File: src/rtl/dmem_arbiter_pkg.sv
//==============================================================================
// Package     : dmem_pkg
// Description : Shared types and constants for the data-memory arbiter.
// Revision    : 1.0 - initial release
//==============================================================================
`default_nettype none

package dmem_pkg;

  // Arbiter sequencing states
  typedef enum logic [1:0] {
    IDLE   = 2'd0,
    ACCESS = 2'd1,
    RESP   = 2'd2
  } state_t;

  // Requester identities
  localparam logic PORT_CPU = 1'b0;
  localparam logic PORT_DBG = 1'b1;

  // Default geometry
  localparam int DEF_ADDR_W = 32;
  localparam int DEF_DATA_W = 32;
  localparam int DEF_DEPTH  = 1025;

endpackage

`default_nettype wire

File: src/rtl/dmem_arbiter_if.sv
//==============================================================================
// Interface   : dmem_arbiter_if
// Description : Request/response signals of both requesters plus the memory
//               strobe bus. slave = arbiter side, master = requester/memory.
// Revision    : 1.0 - initial release
//==============================================================================
`default_nettype none

interface dmem_arbiter_if import dmem_pkg::*; #(
  parameter int ADDR_W = DEF_ADDR_W,
  parameter int DATA_W = DEF_DATA_W
);

  // Port 0 (CPU load/store)
  logic              req0_valid;
  logic              req0_wr;
  logic [ADDR_W-1:0] req0_addr;
  logic [DATA_W-1:0] req0_wdata;
  logic              req0_ready;
  logic              rsp0_valid;
  logic [DATA_W-1:0] rsp0_rdata;
  logic              rsp0_err;

  // Port 1 (debug/DMA loader)
  logic              req1_valid;
  logic              req1_wr;
  logic [ADDR_W-1:0] req1_addr;
  logic [DATA_W-1:0] req1_wdata;
  logic              req1_ready;
  logic              rsp1_valid;
  logic [DATA_W-1:0] rsp1_rdata;
  logic              rsp1_err;

  // Single-ported memory
  logic [ADDR_W-1:0] mem_addr;
  logic [DATA_W-1:0] mem_wdata;
  logic              mem_rd;
  logic              mem_wr;
  logic [DATA_W-1:0] mem_rdata;

  modport slave (
    input  req0_valid, req0_wr, req0_addr, req0_wdata,
    output req0_ready, rsp0_valid, rsp0_rdata, rsp0_err,
    input  req1_valid, req1_wr, req1_addr, req1_wdata,
    output req1_ready, rsp1_valid, rsp1_rdata, rsp1_err,
    output mem_addr, mem_wdata, mem_rd, mem_wr,
    input  mem_rdata
  );

  modport master (
    output req0_valid, req0_wr, req0_addr, req0_wdata,
    input  req0_ready, rsp0_valid, rsp0_rdata, rsp0_err,
    output req1_valid, req1_wr, req1_addr, req1_wdata,
    input  req1_ready, rsp1_valid, rsp1_rdata, rsp1_err,
    input  mem_addr, mem_wdata, mem_rd, mem_wr,
    output mem_rdata
  );

endinterface

`default_nettype wire

File: src/rtl/dmem_arbiter_rr_arb2.sv
//==============================================================================
// Module      : rr_arb2
// Description : Two-input grant logic. Round-robin on ties by default, with
//               the last winner remembered across accepts.
// Options     : DMEM_ARB_FIXED_PRI_EN - port 0 always wins ties (no history)
// Revision    : 1.0 - initial release
//==============================================================================
`default_nettype none

module rr_arb2 import dmem_pkg::*; (
  input  logic       clk,
  input  logic       reset,
  input  logic [1:0] req,
  input  logic       update,
  output logic       grant_valid,
  output logic       grant
);

  assign grant_valid = |req;

`ifdef DMEM_ARB_FIXED_PRI_EN
  logic w_unused;
  assign w_unused = ^{clk, reset, update};

  // Port 0 wins whenever it is asking
  always_comb begin
    grant = req[PORT_CPU] ? PORT_CPU : PORT_DBG;
  end
`else
  logic r_last_grant;

  // Remember the winner of each accepted request; reset favours port 0 next
  always_ff @(posedge clk) begin
    if (reset) begin
      r_last_grant <= PORT_DBG;
    end else if (update) begin
      r_last_grant <= grant;
    end
  end

  // Lone requester wins; on a tie the port that did not win last time wins
  always_comb begin
    grant = PORT_CPU;
    if (req == 2'b11) begin
      grant = ~r_last_grant;
    end else if (req[PORT_DBG]) begin
      grant = PORT_DBG;
    end
  end
`endif

endmodule

`default_nettype wire

File: src/rtl/dmem_arbiter.sv
//==============================================================================
// Module      : dmem_arbiter
// Description : Serialises two requesters onto one single-ported data memory.
//               Each accepted access holds the strobe MEM_LAT cycles, then a
//               one-cycle response goes back to the owner. Out-of-range
//               addresses skip the memory and answer with err.
// Options     : DMEM_ARB_FIXED_PRI_EN - fixed priority arbitration (port 0)
// Revision    : 1.0 - initial release
//==============================================================================
`default_nettype none

module dmem_arbiter import dmem_pkg::*; #(
  parameter int ADDR_W  = DEF_ADDR_W,
  parameter int DATA_W  = DEF_DATA_W,
  parameter int DEPTH   = DEF_DEPTH,
  parameter int MEM_LAT = 1
) (
  input  logic          clk,
  input  logic          reset,
  dmem_arbiter_if.slave bus
);

  localparam int                CNT_W      = (MEM_LAT > 1) ? $clog2(MEM_LAT) : 1;
  localparam logic [CNT_W-1:0]  c_cnt_init = CNT_W'(MEM_LAT - 1);
  localparam logic [ADDR_W:0]   c_depth    = (ADDR_W + 1)'(DEPTH);

  state_t            r_state;
  state_t            w_state_nxt;
  logic [CNT_W-1:0]  r_cnt;
  logic [ADDR_W-1:0] r_addr;
  logic [DATA_W-1:0] r_wdata;
  logic [DATA_W-1:0] r_rdata;
  logic              r_wr;
  logic              r_port;
  logic              r_err;

  logic              w_grant_valid;
  logic              w_grant;
  logic              w_accept;
  logic              w_in_range;
  logic              w_last;
  logic              w_access;
  logic              w_resp;
  logic [ADDR_W-1:0] w_req_addr;
  logic [DATA_W-1:0] w_req_wdata;
  logic              w_req_wr;

  rr_arb2 u_arb (
    .clk         (clk),
    .reset       (reset),
    .req         ({bus.req1_valid, bus.req0_valid}),
    .update      (w_accept),
    .grant_valid (w_grant_valid),
    .grant       (w_grant)
  );

  // Ready is held off during reset so every output reads 0 while it is high
  assign w_accept    = (r_state == IDLE) && !reset && w_grant_valid;
  assign w_req_addr  = (w_grant == PORT_DBG) ? bus.req1_addr  : bus.req0_addr;
  assign w_req_wdata = (w_grant == PORT_DBG) ? bus.req1_wdata : bus.req0_wdata;
  assign w_req_wr    = (w_grant == PORT_DBG) ? bus.req1_wr    : bus.req0_wr;
  assign w_in_range  = {1'b0, w_req_addr} < c_depth;
  assign w_last      = (r_cnt == '0);
  assign w_access    = (r_state == ACCESS);
  assign w_resp      = (r_state == RESP);

  // State register
  always_ff @(posedge clk) begin
    if (reset) begin
      r_state <= IDLE;
    end else begin
      r_state <= w_state_nxt;
    end
  end

  // Next state: bad addresses bypass ACCESS and answer immediately
  always_comb begin
    w_state_nxt = r_state;
    unique case (r_state)
      IDLE:    if (w_accept) w_state_nxt = w_in_range ? ACCESS : RESP;
      ACCESS:  if (w_last)   w_state_nxt = RESP;
      RESP:    w_state_nxt = IDLE;
      default: w_state_nxt = IDLE;
    endcase
  end

  // Latch the accepted request, count the strobe cycles, capture read data
  always_ff @(posedge clk) begin
    if (reset) begin
      r_cnt   <= '0;
      r_addr  <= '0;
      r_wdata <= '0;
      r_rdata <= '0;
      r_wr    <= 1'b0;
      r_port  <= PORT_CPU;
      r_err   <= 1'b0;
    end else if (w_accept) begin
      r_cnt   <= c_cnt_init;
      r_addr  <= w_req_addr;
      r_wdata <= w_req_wdata;
      r_rdata <= '0;
      r_wr    <= w_req_wr;
      r_port  <= w_grant;
      r_err   <= !w_in_range;
    end else if (w_access) begin
      if (w_last) begin
        if (!r_wr) r_rdata <= bus.mem_rdata;
      end else begin
        r_cnt <= r_cnt - 1'b1;
      end
    end
  end

  assign bus.req0_ready = w_accept && (w_grant == PORT_CPU);
  assign bus.req1_ready = w_accept && (w_grant == PORT_DBG);

  // Exactly one strobe, and only while in ACCESS
  assign bus.mem_rd    = w_access && !r_wr;
  assign bus.mem_wr    = w_access &&  r_wr;
  assign bus.mem_addr  = w_access ? r_addr  : '0;
  assign bus.mem_wdata = w_access ? r_wdata : '0;

  assign bus.rsp0_valid = w_resp && (r_port == PORT_CPU);
  assign bus.rsp0_rdata = bus.rsp0_valid ? r_rdata : '0;
  assign bus.rsp0_err   = bus.rsp0_valid && r_err;
  assign bus.rsp1_valid = w_resp && (r_port == PORT_DBG);
  assign bus.rsp1_rdata = bus.rsp1_valid ? r_rdata : '0;
  assign bus.rsp1_err   = bus.rsp1_valid && r_err;

endmodule

`default_nettype wire
File: src/flat_wrapper.sv
// flat-port wrapper written by rule: the top's interface ports become plain ports
module dmem_arbiter_flat import dmem_pkg::*;
#(
  parameter int ADDR_W  = DEF_ADDR_W,
  parameter int DATA_W  = DEF_DATA_W,
  parameter int DEPTH   = DEF_DEPTH,
  parameter int MEM_LAT = 1
)
  (clk, reset, bus_req0_valid, bus_req0_wr, bus_req0_addr, bus_req0_wdata, bus_req0_ready, bus_rsp0_valid, bus_rsp0_rdata, bus_rsp0_err, bus_req1_valid, bus_req1_wr, bus_req1_addr, bus_req1_wdata, bus_req1_ready, bus_rsp1_valid, bus_rsp1_rdata, bus_rsp1_err, bus_mem_addr, bus_mem_wdata, bus_mem_rd, bus_mem_wr, bus_mem_rdata);
  dmem_arbiter_if #(.ADDR_W(ADDR_W), .DATA_W(DATA_W)) bus_i ();
  input  logic clk;
  input  logic reset;
  input wire logic [$bits(bus_i.req0_valid)-1:0] bus_req0_valid;
  input wire logic [$bits(bus_i.req0_wr)-1:0] bus_req0_wr;
  input wire logic [$bits(bus_i.req0_addr)-1:0] bus_req0_addr;
  input wire logic [$bits(bus_i.req0_wdata)-1:0] bus_req0_wdata;
  output wire logic [$bits(bus_i.req0_ready)-1:0] bus_req0_ready;
  output wire logic [$bits(bus_i.rsp0_valid)-1:0] bus_rsp0_valid;
  output wire logic [$bits(bus_i.rsp0_rdata)-1:0] bus_rsp0_rdata;
  output wire logic [$bits(bus_i.rsp0_err)-1:0] bus_rsp0_err;
  input wire logic [$bits(bus_i.req1_valid)-1:0] bus_req1_valid;
  input wire logic [$bits(bus_i.req1_wr)-1:0] bus_req1_wr;
  input wire logic [$bits(bus_i.req1_addr)-1:0] bus_req1_addr;
  input wire logic [$bits(bus_i.req1_wdata)-1:0] bus_req1_wdata;
  output wire logic [$bits(bus_i.req1_ready)-1:0] bus_req1_ready;
  output wire logic [$bits(bus_i.rsp1_valid)-1:0] bus_rsp1_valid;
  output wire logic [$bits(bus_i.rsp1_rdata)-1:0] bus_rsp1_rdata;
  output wire logic [$bits(bus_i.rsp1_err)-1:0] bus_rsp1_err;
  output wire logic [$bits(bus_i.mem_addr)-1:0] bus_mem_addr;
  output wire logic [$bits(bus_i.mem_wdata)-1:0] bus_mem_wdata;
  output wire logic [$bits(bus_i.mem_rd)-1:0] bus_mem_rd;
  output wire logic [$bits(bus_i.mem_wr)-1:0] bus_mem_wr;
  input wire logic [$bits(bus_i.mem_rdata)-1:0] bus_mem_rdata;
  assign bus_i.req0_valid = bus_req0_valid;
  assign bus_i.req0_wr = bus_req0_wr;
  assign bus_i.req0_addr = bus_req0_addr;
  assign bus_i.req0_wdata = bus_req0_wdata;
  assign bus_req0_ready = bus_i.req0_ready;
  assign bus_rsp0_valid = bus_i.rsp0_valid;
  assign bus_rsp0_rdata = bus_i.rsp0_rdata;
  assign bus_rsp0_err = bus_i.rsp0_err;
  assign bus_i.req1_valid = bus_req1_valid;
  assign bus_i.req1_wr = bus_req1_wr;
  assign bus_i.req1_addr = bus_req1_addr;
  assign bus_i.req1_wdata = bus_req1_wdata;
  assign bus_req1_ready = bus_i.req1_ready;
  assign bus_rsp1_valid = bus_i.rsp1_valid;
  assign bus_rsp1_rdata = bus_i.rsp1_rdata;
  assign bus_rsp1_err = bus_i.rsp1_err;
  assign bus_mem_addr = bus_i.mem_addr;
  assign bus_mem_wdata = bus_i.mem_wdata;
  assign bus_mem_rd = bus_i.mem_rd;
  assign bus_mem_wr = bus_i.mem_wr;
  assign bus_i.mem_rdata = bus_mem_rdata;
  dmem_arbiter #(.ADDR_W(ADDR_W), .DATA_W(DATA_W), .DEPTH(DEPTH), .MEM_LAT(MEM_LAT)) u_core (.clk(clk), .reset(reset), .bus(bus_i));
endmodule
File: config.mk
export PLATFORM = sky130hd
export DESIGN_NAME = dmem_arbiter_flat
export DESIGN_NICKNAME = d
export VERILOG_FILES = /design/src/rtl/dmem_arbiter_pkg.sv /design/src/rtl/dmem_arbiter_if.sv /design/src/rtl/dmem_arbiter_rr_arb2.sv /design/src/rtl/dmem_arbiter.sv /design/src/flat_wrapper.sv
export SDC_FILE = /design/constraint.sdc
export NUM_CORES = 1
export LEC_CHECK = 0
export BUFFER_PORTS_ARGS = -buffer_cell sky130_fd_sc_hd__buf_2
export CAP_MARGIN = 5
export CORE_AREA = 2 2 137 106
export DETAILED_ROUTE_END_ITERATION = 7
export DIE_AREA = 0 0 139 108
export GPL_TIMING_DRIVEN = 0
export HOLD_SLACK_MARGIN = 0.05
export PLACE_DENSITY = 0.78
export SLEW_MARGIN = 5
export SYNTH_ARGS = -nofsm -noshare
export SYNTH_HDL_FRONTEND = slang
export SYNTH_HIERARCHICAL = 1
export SYNTH_SLANG_ARGS = --single-unit
File: constraint.sdc
create_clock -name clk -period 1.9 [get_ports clk]
set_input_delay 0.19 -clock clk [delete_from_list [all_inputs] [get_ports clk]]
set_output_delay 0.19 -clock clk [all_outputs]
set_load 0.1 [all_outputs]
After elaboration in Yosys (flattened, before gate mapping). Index checks and enable logic that the tools add are counted.

Register bits: 103. Input port bits: 166. Logic and storage cells: 53.

$add $sub $neg: 1. $lt $le $gt $ge: 1. Equality and inequality tests: 5. Reduce and logical (&&, ||, !) cells: 18. Bitwise operators: 5. Multiplexer cells: 14.

Operators by type and width (count): 2-to-1 mux 32 bit (6); < comparator 32 x 11 -> 1 bit, second input constant (1); logical AND 1 bit (10); 2-to-1 mux 2 bit (3); inverter 1 bit (5); equality test 2 bit, second input constant (2); 2-to-1 mux 1 bit (4); one-hot mux 2 bit (2 select lines) (1); OR reduction 2 bit (2); logical NOT 1 bit (3); AND reduction 3 bit (1); equality test 2 x 1 -> 1 bit, second input constant (1); logical NOT 2 bit (1); inequality test 2 x 1 -> 1 bit, second input constant (1); inequality test 2 bit, second input constant (1); AND reduction 2 bit (1); subtractor 1 bit, second input constant (1).

Longest topological paths before layout. Gate-level depths: netlist of the first run.

Depth in word-level cells: 7. Mapped depth: 8. Mapped depth without buffers: 5.

Cells and area by module. The synthesis of the first run kept the hierarchy.

By module, submodules not included: dmem_arbiter (cells each 622, seq. area each 2021.9 µm², area each 5424.0 µm², instances 1); rr_arb2 (cells each 5, seq. area each 20.0 µm², area each 48.8 µm², instances 1).

Worst setup path before layout of the first run. No wires, ideal clock.

Path type: reg2out. Start: register u_core.r_state[1]. End: output port bus_rsp0_rdata[22]. Path buffers: 1. Arrival time: 2.633 ns. Data required time: 1.710 ns. Setup slack: -0.923 ns. Stages on the path, launching flop included: 4. Cells stage by stage: dfxtp_1 -> nor3b_1 -> clkbuf_1 -> and2_1.

Longest elaborated chain between the ends: 3.

Ends and longest elaborated chain: from (decl) (RTL line dmem_arbiter.sv:27) `state_t r_state;`; from (signal assigned) (RTL line dmem_arbiter.sv:72) `r_state <= w_state_nxt;`; equality test 2 bit (RTL line dmem_arbiter.sv:65) `assign w_resp = (r_state == RESP);`; logical AND 1 bit (RTL line dmem_arbiter.sv:123) `assign bus.rsp0_valid = w_resp && (r_port == PORT_CPU);`; named net bus_rsp0_valid (RTL line flat_wrapper.sv:18) `output wire logic [$bits(bus_i.rsp0_valid)-1:0] bus_rsp0_valid;`; 2-to-1 mux 32 bit (RTL line dmem_arbiter.sv:124) `assign bus.rsp0_rdata = bus.rsp0_valid ? r_rdata : '0;`; to (decl) (RTL line flat_wrapper.sv:19) `output wire logic [$bits(bus_i.rsp0_rdata)-1:0] bus_rsp0_rdata;`.

The timed path passes the listed nets, and every way through them passes these cells.

Worst setup path after layout of the first run.
Start: register u_core.r_state[0]. End: output port bus_req1_ready.

Longest elaborated chain between the ends: 4.

Ends and longest elaborated chain: logical NOT 2 bit (RTL line dmem_arbiter.sv:58) `assign w_accept = (r_state == IDLE) && !reset && w_grant_valid;`; logical AND 1 bit (2 in series) (RTL line dmem_arbiter.sv:58); logical AND 1 bit (RTL line dmem_arbiter.sv:115) `assign bus.req1_ready = w_accept && (w_grant == PORT_DBG);`; to (decl) (RTL line flat_wrapper.sv:25) `output wire logic [$bits(bus_i.req1_ready)-1:0] bus_req1_ready;`.

Every way passes these cells.

==> flow_summary.toml, run 1 <==
[run_status]
outcome = "finished with violations"
violations = "negative setup slack"

[sta]
slew_viol_final = 0
rsz0062_at_grt = "yes"
timing.final.hold_violations = 0
relSlewSlack = 0.430
worst_slew_pin_slew_ns = 0.855
hold_slack_ns = 0.0872
fmax_ghz = 0.492
period_needed_ns = 2.03
fin_crit_sh = 1.07
setup_viol = 18
fin_ws_ns = -0.132
skew_ns = 0.00829

[grt]
grt_antenna_before_repair = 0
grt_pass1_vias = 5552
grt_max_degree = 18
grt_overflow = 0
grt_pass1_wl_um = 28600
grt_usage = 0.239

[finish]
layout_commonest_cell = "buf_2"
final_util = 0.717
drive_gt1_frac = 0.551
n_antenna_cell = 0
final_cell_mix = "buf_2, dfxtp_1, buf_12"
post-route-cell-area_mm2 = 0.00970
nets = 1128
syn2layout_area_growth_pct = 77.2

[synth]
syn_inst = 627
synth.distinct_cells = 39
ys_seq_area_frac = 0.373
ys_ff_latch = 102
ys.flop_type = "dfxtp_1"
netlist_area_mm2 = 0.00547
synth_edf_count = 0
synth.top_cells.by_area = "dfxtp_1, and2_1, mux2i_1"
synth_warnings = 6
syn-num-nets = 793
syn_avg_cell_area_um2 = 8.73
synth.top_cell.area_share = 0.373
synth_area_leader_cell = "dfxtp_1"
async_flop_share = 0

[critical_path]
critPathArrivalTime_ns = 1.84
cp_slowest_stage_delay_ns = 0.53
crit_type = "flip-flop to output pin"
critPathBufInv = 4
crit_fanout = 5
start_kind = "flip-flop"
path_cells = "or4b_4 -> buf_6 -> clkinv_4 -> buf_12 -> and2_4 -> buf_12"
cp_top_family = "simple AND/OR/NAND/NOR gates"
cpMaxStageDelayCell = "or4b_4"
end_kind = "output pin"
cpMostUsedCell = "buf_12"
critPathRequiredTime_ns = 1.71

[placement]
dpl.hpwl_um = 13800
gp_congestion = 0.850
port_buffers = 301
dpl_cell_area_mm2 = 0.00733
place_ws_ns = -0.665

[power_and_ir_drop]
powerDensity_mw_per_mm2 = 561
p_clk_frac = 0.345
switchingPower_mw = 1.56
sw_frac_of_total = 0.287
ir_drop_v = 0.000388
p_leak_nw = 4.13
p_seq_frac = 0.433
intPower_mw = 3.87
combPwrFrac = 0.221

[detailed_routing]
vias = 5956
antenna_left = 0
drc_errors = 0
vias_per_cell = 5.22
first_iter_violations = 279
wl_per_cell_um = 18.8
dr.pass1.iters = 5
drt_wl_total_um = 21500

[clocking]
clock_sinks = 102
cts_buffers = 9
cts-htree-levels = 3
cts_buffer_depth = 2
cts-root-buf = "clkbuf_16"
cts_tree = "built"
clk_latency_ns = 0.34
clk_pin_slew_ns = 0.07

[floorplan]
core_mm2 = 0.0135
die_x_um = 139
start_util = 0.405
rows = 37
die_area_mm2 = 0.0150
pin_count = 302
dieHeight_um = 108

[worst_hold_path]
min_path_type = "input port to flip-flop"

[run]
drv_cap = 0
==> registers in the layout, summed over array words and instances (netlist names) <==
register / cells
u_core/r_wr: 1
u_core/r_wdata: 32
u_core/r_port: 1
u_core/r_err: 1
u_core/r_state: 2
u_core/r_addr: 32
u_core/r_rdata: 32
u_core/u_arb/r_last_grant: 1
==> per-layer routing <==
layer / global-route usage / vias to the layer above / wire length [µm]
met3: 0.0593 / 38 / 1500
met4: 0.0556 / 0 / 429
met5: 0 / - / 0
met1: 0.295 / 2832 / 8520
met2: 0.423 / 276 / 11100
li1: - / 2810 / -
==> worst reg2reg max path, stage by stage (launching register included) <==
cell      delay (ns)
dfxtp_4         0.36
or4b_4          0.53
buf_6           0.14
clkinv_4        0.04
buf_12          0.09
buf_8           0.12
buf_6           0.12
buf_8           0.13
nor2_1          0.07
a211oi_2        0.20
==> area by class of cell <==
type                       count  area [µm²]
fill                         943        3820
multi-input combinational    469        3330
timing repair buffer         325        3320
sequential                   102        2050
buffer                        53         462
clock buffer                  11         233
tap                          175         219
clock inverter                 5        66.3
inverter                       2        15.0
==> power groups by stage <==
stage,clock [mW],combinational [mW],sequential [mW]
floorplan,0,0.655,2.38
global placement,0,0.987,2.39
detailed placement,0,1.00,2.39
CTS,1.92,1.05,2.35
global route,1.99,1.28,2.37
finish,1.88,1.20,2.36
==> final timing paths <==
check	slack (ns)	cells past startpoint	from	to
hold / removal	0.09	3	bus_mem_rdata[17]	u_core/r_rdata[17]$_SDFFE_PP0P_
setup reg to reg	0.03	9	u_core/r_state[0]$_SDFFE_PP0P_	u_core/r_wdata[9]$_SDFFE_PP0P_
setup / recovery	-0.13	6	u_core/r_state[0]$_SDFFE_PP0P_	bus_req1_ready
hold reg to reg	0.47	2	u_core/r_rdata[31]$_SDFFE_PP0P_	u_core/r_rdata[31]$_SDFFE_PP0P_
==> metrics by stage <==
stage               setup TNS, ns  std cells  total power, mW
floorplan                 -0.0465        627             3.03
global placement           -46.33       1103             3.37
detailed placement         -49.04       1103             3.40
CTS                         -5.43       1125             5.32
global route                -1.84       1142             5.65
finish                     -0.498       1142             5.44
==> Yosys cell counts (2+ instances only) <==
| library cell | instances |
|---|---|
| clkbuf_1 | 33 |
| nor4b_1 | 3 |
| buf_4 | 9 |
| nor4_1 | 11 |
| o21ai_0 | 8 |
| mux2i_1 | 64 |
| nand2_1 | 66 |
| and2_1 | 133 |
| o211ai_1 | 2 |
| nand3b_1 | 7 |
| a211oi_2 | 39 |
| a211oi_1 | 18 |
| nor3_1 | 4 |
| a31oi_1 | 2 |
| buf_2 | 6 |
| buf_8 | 4 |
| nor2b_1 | 2 |
| a21oi_1 | 32 |
| nor2_1 | 60 |
| nand2b_1 | 2 |
| dfxtp_1 | 102 |
| nand3_1 | 3 |
==> cell families after synthesis <==
kind of cell,synth area share
simple gates,0.283
compound gates,0.167
buf+inv,0.0594
mux,0.117
flops,0.373
==> repair_timing <==
| action | in CTS | in global routing |
|---|---|---|
| pin swaps | 1 | 5 |
| endpoints found under the setup margin | 184 | 172 |
| hold endpoints to repair | 1 | 0 |
| cloned | 0 | 2 |
| setup buffers | 6 | 15 |
| hold buffers | 1 | 0 |
| gates resized for setup | 286 | 283 |
Power figures use the tool's default switching activity.
==> run 2, diff against run 1 <==
--- a/config.mk
+++ b/config.mk
@@ -5,11 +5,12 @@
 export SDC_FILE = /design/constraint.sdc
 export NUM_CORES = 1
 export LEC_CHECK = 0
+export ABC_AREA = 1
 export BUFFER_PORTS_ARGS = -buffer_cell sky130_fd_sc_hd__buf_2
-export CAP_MARGIN = 5
-export CORE_AREA = 2 2 137 106
+export CAP_MARGIN = 20
+export CORE_AREA = 2 2 136 105
 export DETAILED_ROUTE_END_ITERATION = 7
-export DIE_AREA = 0 0 139 108
+export DIE_AREA = 0 0 138 107
 export GPL_TIMING_DRIVEN = 0
 export HOLD_SLACK_MARGIN = 0.05
 export PLACE_DENSITY = 0.78
==> run 2 against run 1 <==
  * The run now ends clean
  * Total power shrank 5.1%
  * Non-clock buffer count shrank 13
  * Sequential share of layout area shrank 0.64 points
  * Synthesized area shrank 3.5%
  * Final cell count grew 18%
  * Wire length shrank 2.0%
  * Core utilization grew 2.6 points
  * Largest power group unchanged
==> flow_summary.toml, run 2 <==
[detailed_routing]
dr.pass1.iters = 5
vias = 6570
first_iter_violations = 389
drc_errors = 0
drt_wl_total_um = 21100
vias_per_cell = 4.88
wl_per_cell_um = 15.7
antenna_left = 0

[finish]
drive_gt1_frac = 0.443
largestRegisters = "u_core/r_addr (32), u_core/r_rdata (32), u_core/r_wdata (32)"
nets = 1331
fillers = 953
final_cells = 1345
layout_commonest_cell = "nand2_1"
final_cell_mix = "nand2_1, buf_2, inv_1"
syn2layout_area_growth_pct = 89.0
n_antenna_cell = 0

[synth]
syn-num-nets = 1007
synth.distinct_cells = 24
syn_avg_cell_area_um2 = 6.28
synth_area_leader_cell = "dfxtp_1"
synth_most_common_cell = "nor2_1"
ys_ff_latch = 102
async_flop_share = 0
synth_warnings = 6
syn_inst = 841
synth.top_cells.by_area = "dfxtp_1, nor2_1, nand2_1"
ys_seq_area_frac = 0.387
synth_edf_count = 0
netlist_area_mm2 = 0.00528
synth.top_cell.area_share = 0.387
yosys-top-cells-count = "nor2_1, nand2_1, inv_1"
ys.flop_type = "dfxtp_1"

[placement]
dp.cells = 1317
dpl.hpwl_um = 14800
port_buffers = 301
gp_congestion = 0.897

[floorplan]
rows = 37
pin_count = 302
start_util = 0.393
dieHeight_um = 107
die_x_um = 138
die_area_mm2 = 0.0148
core_mm2 = 0.0134

[grt]
grt_pass1_wl_um = 32100
grt_pass1_vias = 6417
busiest_layer = "met2"
grtUsageMet2 = 0.469
grt_overflow = 0
grt_max_degree = 20
grtUsageMet1 = 0.321
grt_usage = 0.270
grtUsageMet3 = 0.0724
grt_antenna_before_repair = 0

[run_status]
outcome = "complete, no violations"

[sta]
fin_crit_sh = 0.962
skew_ns = 0.00892
hold_slack_ns = 0.0843
worst_slew_pin_slew_ns = 0.538
slew_viol_final = 0
period_needed_ns = 1.83
timing.final.hold_violations = 0
fmax_ghz = 0.547
relSlewSlack = 0.642
fin_setup_tns_ns = 0
rsz0062_at_grt = "yes"
setup_viol = 0

[worst_hold_path]
min_path_type = "input port to flip-flop"

[power_and_ir_drop]
powerDensity_mw_per_mm2 = 517
p_leak_nw = 4.14
p_total_mw = 5.16
ir_drop_v = 0.000415

[critical_path]
path_cells = "inv_2 -> nor3_4 -> inv_4 -> clkbuf_16 -> nor2_4 -> buf_6"
crit_type = "flip-flop to output pin"
start_kind = "flip-flop"
critPathRequiredTime_ns = 1.71
r2r_slack_ns = 0.10
end_kind = "output pin"
cpMaxStageDelayCell = "dfxtp_2"
cp_slowest_stage_delay_ns = 0.34
critPathArrivalTime_ns = 1.64
crit_fanout = 10

[clocking]
clk_pin_slew_ns = 0.07
clock_sinks = 102
cts_tree = "built"
cts-root-buf = "clkbuf_16"
cts_buffers = 9
cts_buffer_depth = 2
cts-htree-levels = 3
clk_latency_ns = 0.34

[run]
drv_cap = 0
run 2: cell types whose count changed in the layout (fill, tap and decap cells not counted), sizes merged, moves of 11 or more:
cell,change
a21oi,-24
a31oi,+23
and2,-133
inv,+158
mux2i,-64
nand2,+124
nor2,+150
nor4,-11
o21ai,+13
run 2: final timing paths:
path / startpoint / endpoint / cells past startpoint
worst max-delay path: u_core/r_state[1]$_SDFFE_PP0P_ / bus_rsp0_rdata[6] / 6
worst min register to register: u_core/r_addr[8]$_SDFFE_PP0P_ / u_core/r_addr[8]$_SDFFE_PP0P_ / 2
worst min-delay path: bus_req1_wdata[28] / u_core/r_wdata[28]$_SDFFE_PP0P_ / 3
worst max register to register: u_core/u_arb/r_last_grant$_SDFFE_PP1P_ / u_core/r_err$_SDFFE_PP0P_ / 12
run 2: repair_timing:
| item | CTS | global route |
|---|---|---|
| hold endpoints to repair | 1 | 0 |
| hold buffers | 1 | 0 |
| gates resized for setup | 345 | 71 |
| pin swaps | 4 | 4 |
| gates cloned | 0 | 3 |
| endpoints found under the setup margin | 130 | 120 |
| buffers inserted | 3 | 6 |
run 2: layout make-up:
type | instances | area (µm²) | area share
Inverter | 160 | 606 | 0.0607
Clock buffer | 11 | 233 | 0.0233
Buffer | 51 | 523 | 0.0524
Tap cell | 175 | 219 | 0.0219
Clock inverter | 5 | 58.8 | 0.00589
Multi-Input combinational cell | 527 | 3320 | 0.333
Timing Repair Buffer | 314 | 2970 | 0.298
Sequential cell | 102 | 2050 | 0.205
run 2: per-layer routing:
| layer | vias up | wire length (µm) |
|---|---|---|
| met1 | 3016 | 8250 |
| li1 | 3213 | - |
| met2 | 301 | 10600 |
| met3 | 40 | 1660 |
| met5 | - | 0 |
| met4 | 0 | 582 |
run 2: critical path: cells and delay by family (launching register included):
family,cells,cell delay [ns]
flops,1,0.34
buf+inv,4,0.63
simple gates,2,0.32
run 2: kinds of logic (layout without fill, tap and decap cells):
family / after synthesis / in the layout / share of synthesized area
flip-flops: 102 / 102 / 0.387
AND/OR/NAND/NOR: 406 / 406 / 0.295
AO/OA/AOI/OAI: 121 / 121 / 0.152
buffers and inverters: 212 / 541 / 0.166
run 2: power breakdown:
| group | switching, mW | internal [mW] | total [mW] |
|---|---|---|---|
| Sequential | 0.0590 | 2.26 | 2.31 |
| Clock | 0.816 | 1.03 | 1.84 |
| Combinational | 0.625 | 0.381 | 1.01 |
run 2: stage by stage:
stage,utilization,instance area (µm²),setup slack [ns]
after global routing,0.743,9980,-0.0274
after detailed placement,0.602,8080,-0.442
after global placement,0.602,8080,-0.465
after floorplan,-,6350,-0.483
final,0.743,9980,0.0721
after CTS,0.715,9610,-0.0289
==> run 3, diff against run 2 <==
--- a/config.mk
+++ b/config.mk
@@ -5,15 +5,15 @@
 export SDC_FILE = /design/constraint.sdc
 export NUM_CORES = 1
 export LEC_CHECK = 0
-export ABC_AREA = 1
 export BUFFER_PORTS_ARGS = -buffer_cell sky130_fd_sc_hd__buf_2
 export CAP_MARGIN = 20
-export CORE_AREA = 2 2 136 105
+export CORE_AREA = 2 2 137 106
 export DETAILED_ROUTE_END_ITERATION = 7
-export DIE_AREA = 0 0 138 107
+export DIE_AREA = 0 0 139 108
 export GPL_TIMING_DRIVEN = 0
 export HOLD_SLACK_MARGIN = 0.05
 export PLACE_DENSITY = 0.78
+export SKIP_LAST_GASP = 1
 export SLEW_MARGIN = 5
 export SYNTH_ARGS = -nofsm -noshare
 export SYNTH_HDL_FRONTEND = slang
==> run 3 against run 2 <==
  * Wire length shrank 1.2%
  * The flow now finishes with violations (negative setup slack)
  * Sequential power grew 2%
  * Final cell count shrank 15%
  * Setup slack lost 0.21 ns
  * Core utilization shrank 4.5 points
  * Register-to-register slack lost 0.14 ns
  * Critical path depth is the same
  * Clock skew shrank 0.0031 ns
  * Largest cell class unchanged
  * Flip-flop and latch count is the same
  * Highest routed layer unchanged
==> flow_summary.toml, run 3 (synthesis results as in run 1) <==
[clocking]
cts-root-buf = "clkbuf_16"
cts-htree-levels = 3
cts_tree = "built"
clk_pin_slew_ns = 0.07
cts_buffer_depth = 2
cts_buffers = 9
clk_latency_ns = 0.34
clock_sinks = 102

[critical_path]
critPathArrivalTime_ns = 1.84
cpMostUsedCell = "buf_12"
crit_type = "flip-flop to output pin"
cpMaxStageDelayCell = "or4b_4"
cp_slowest_stage_delay_ns = 0.53
r2r-end = "u_core/r_wdata[30]$_SDFFE_PP0P_"
start_kind = "flip-flop"
r2r-start = "u_core/r_state[0]$_SDFFE_PP0P_"
path_cells = "or4b_4 -> buf_6 -> clkinv_4 -> buf_12 -> and2_4 -> buf_12"
crit_fanout = 5
end_kind = "output pin"
r2r_slack_ns = -0.04
critPathRequiredTime_ns = 1.71
reg2reg_depth = 7

[finish]
drive_gt1_frac = 0.549
final_cells = 1143
nets = 1129
fillers = 992
layout_commonest_cell = "buf_2"
final_cell_mix = "buf_2, dfxtp_1, and2_2"
syn2layout_area_growth_pct = 72.4
n_antenna_cell = 0
largestRegisters = "u_core/r_addr (32), u_core/r_rdata (32), u_core/r_wdata (32)"
multi_input_area_mm2 = 0.00331
seq_area_mm2 = 0.00205

[sta]
period_needed_ns = 2.03
fin_crit_sh = 1.07
slew_viol_final = 0
skew_ns = 0.00581
setup_viol = 39
relSlewSlack = 0.446
fin_setup_tns_ns = -1.15
worst_slew_pin_slew_ns = 0.831
fin_ws_ns = -0.134
rsz0062_at_grt = "yes"
fmax_ghz = 0.492
timing.final.hold_violations = 0

[grt]
grt_antenna_before_repair = 1
grt_usage = 0.238
grt_max_degree = 18
grt_pass1_wl_um = 28600
grt_overflow = 0
grt_pass1_vias = 5546

[detailed_routing]
vias_per_cell = 5.15
dr.pass1.iters = 5
vias = 5887
drc_errors = 0
drt_wl_total_um = 20800
wl_per_cell_um = 18.2
antenna_left = 0
first_iter_violations = 316

[run]
drv_cap = 0

[placement]
gp_congestion = 0.850
dp.cells = 1103
port_buffers = 301
dpl.hpwl_um = 13800

[power_and_ir_drop]
p_leak_nw = 4.07
ir_drop_v = 0.000393
powerDensity_mw_per_mm2 = 573

[floorplan]
rows = 37
die_x_um = 139
dieHeight_um = 108
start_util = 0.405
die_area_mm2 = 0.0150
core_mm2 = 0.0135
pin_count = 302

[worst_hold_path]
worstHoldEndpoint = "u_core/r_rdata[17]$_SDFFE_PP0P_"
min_path_type = "input port to flip-flop"
min_delay_path_depth = 3
hold_path.startpoint = "bus_mem_rdata[17]"

[run_status]
violations = "negative setup slack"
outcome = "finished with violations"
==> run 3: cell count changes in the layout (fill, tap and decap cells not counted), moves of 39 or more <==
cell and delta:
inv_1 -150, nand2_1 -123, nor2_4 -119, and2_2 +72
mux2i_1 +64, a211oi_1 -39, a211oi_2 +39
==> run 3: timing repair <==
action,4_1_cts,5_1_grt
pin swaps,1,3
gates resized for setup,285,200
buffers inserted,6,15
cloned,0,3
hold buffers,1,0
endpoints found under the setup margin,184,179
endpoints found under the hold margin,1,0
==> run 3: worst max-delay path: cells and delay by family, from the launching register on <==
family | cells | cell delay [ns]
flip-flops | 1 | 0.36
AND/OR/NAND/NOR | 2 | 0.70
buffers and inverters | 4 | 0.45
==> run 3: layout make-up <==
type	instances	area share
multi-input combinational	469	0.351
timing repair buffer	326	0.330
sequential	102	0.217
buffer	53	0.0455
clock buffer	11	0.0247
tap	175	0.0232
clock inverter	5	0.00703
inverter	2	0.00159
==> run 3: how the worst max path moves through the flow <==
stage / from / end / slack [ns] / cells after the start
floorplan: u_core/r_state[1]$_SDFFE_PP0P_ / bus_rsp0_rdata[22] / -0.05 / 3
global placement: bus_req0_valid / bus_req1_ready / -0.66 / 7
detailed placement: bus_req0_valid / bus_req1_ready / -0.66 / 7
CTS: u_core/r_state[1]$_SDFFE_PP0P_ / bus_req1_ready / -0.23 / 6
global route: u_core/u_arb/r_last_grant$_SDFFE_PP1P_ / bus_req1_ready / -0.17 / 6
finish: u_core/r_state[0]$_SDFFE_PP0P_ / bus_req1_ready / -0.13 / 6
==> run 3: per-stage QoR <==
step	worst slack (ns)	power (mW)	util	area (µm²)	hold slack (ns)
floorplan	-0.0465	3.03	-	5610	0.284
global placement	-0.656	3.37	0.543	7330	0.387
detailed placement	-0.665	3.40	0.543	7330	0.396
CTS	-0.226	5.32	0.632	8550	0.0715
global route	-0.168	5.64	0.698	9440	0.0780
finish	-0.134	5.41	0.698	9440	0.0901
==> run 3: metal layers <==
metal | vias to the layer above | track usage | wire length [µm]
met5 | - | 0 | 0
met4 | 0 | 0.0556 | 388
met3 | 35 | 0.0593 | 1360
met2 | 254 | 0.422 | 10500
met1 | 2783 | 0.295 | 8580
li1 | 2815 | - | -
==> run 3: power by group <==
part | total, mW | internal, mW | switching, mW
Sequential | 2.35 | 2.28 | 0.0704
Combinational | 1.19 | 0.552 | 0.642
Clock | 1.87 | 1.04 | 0.825
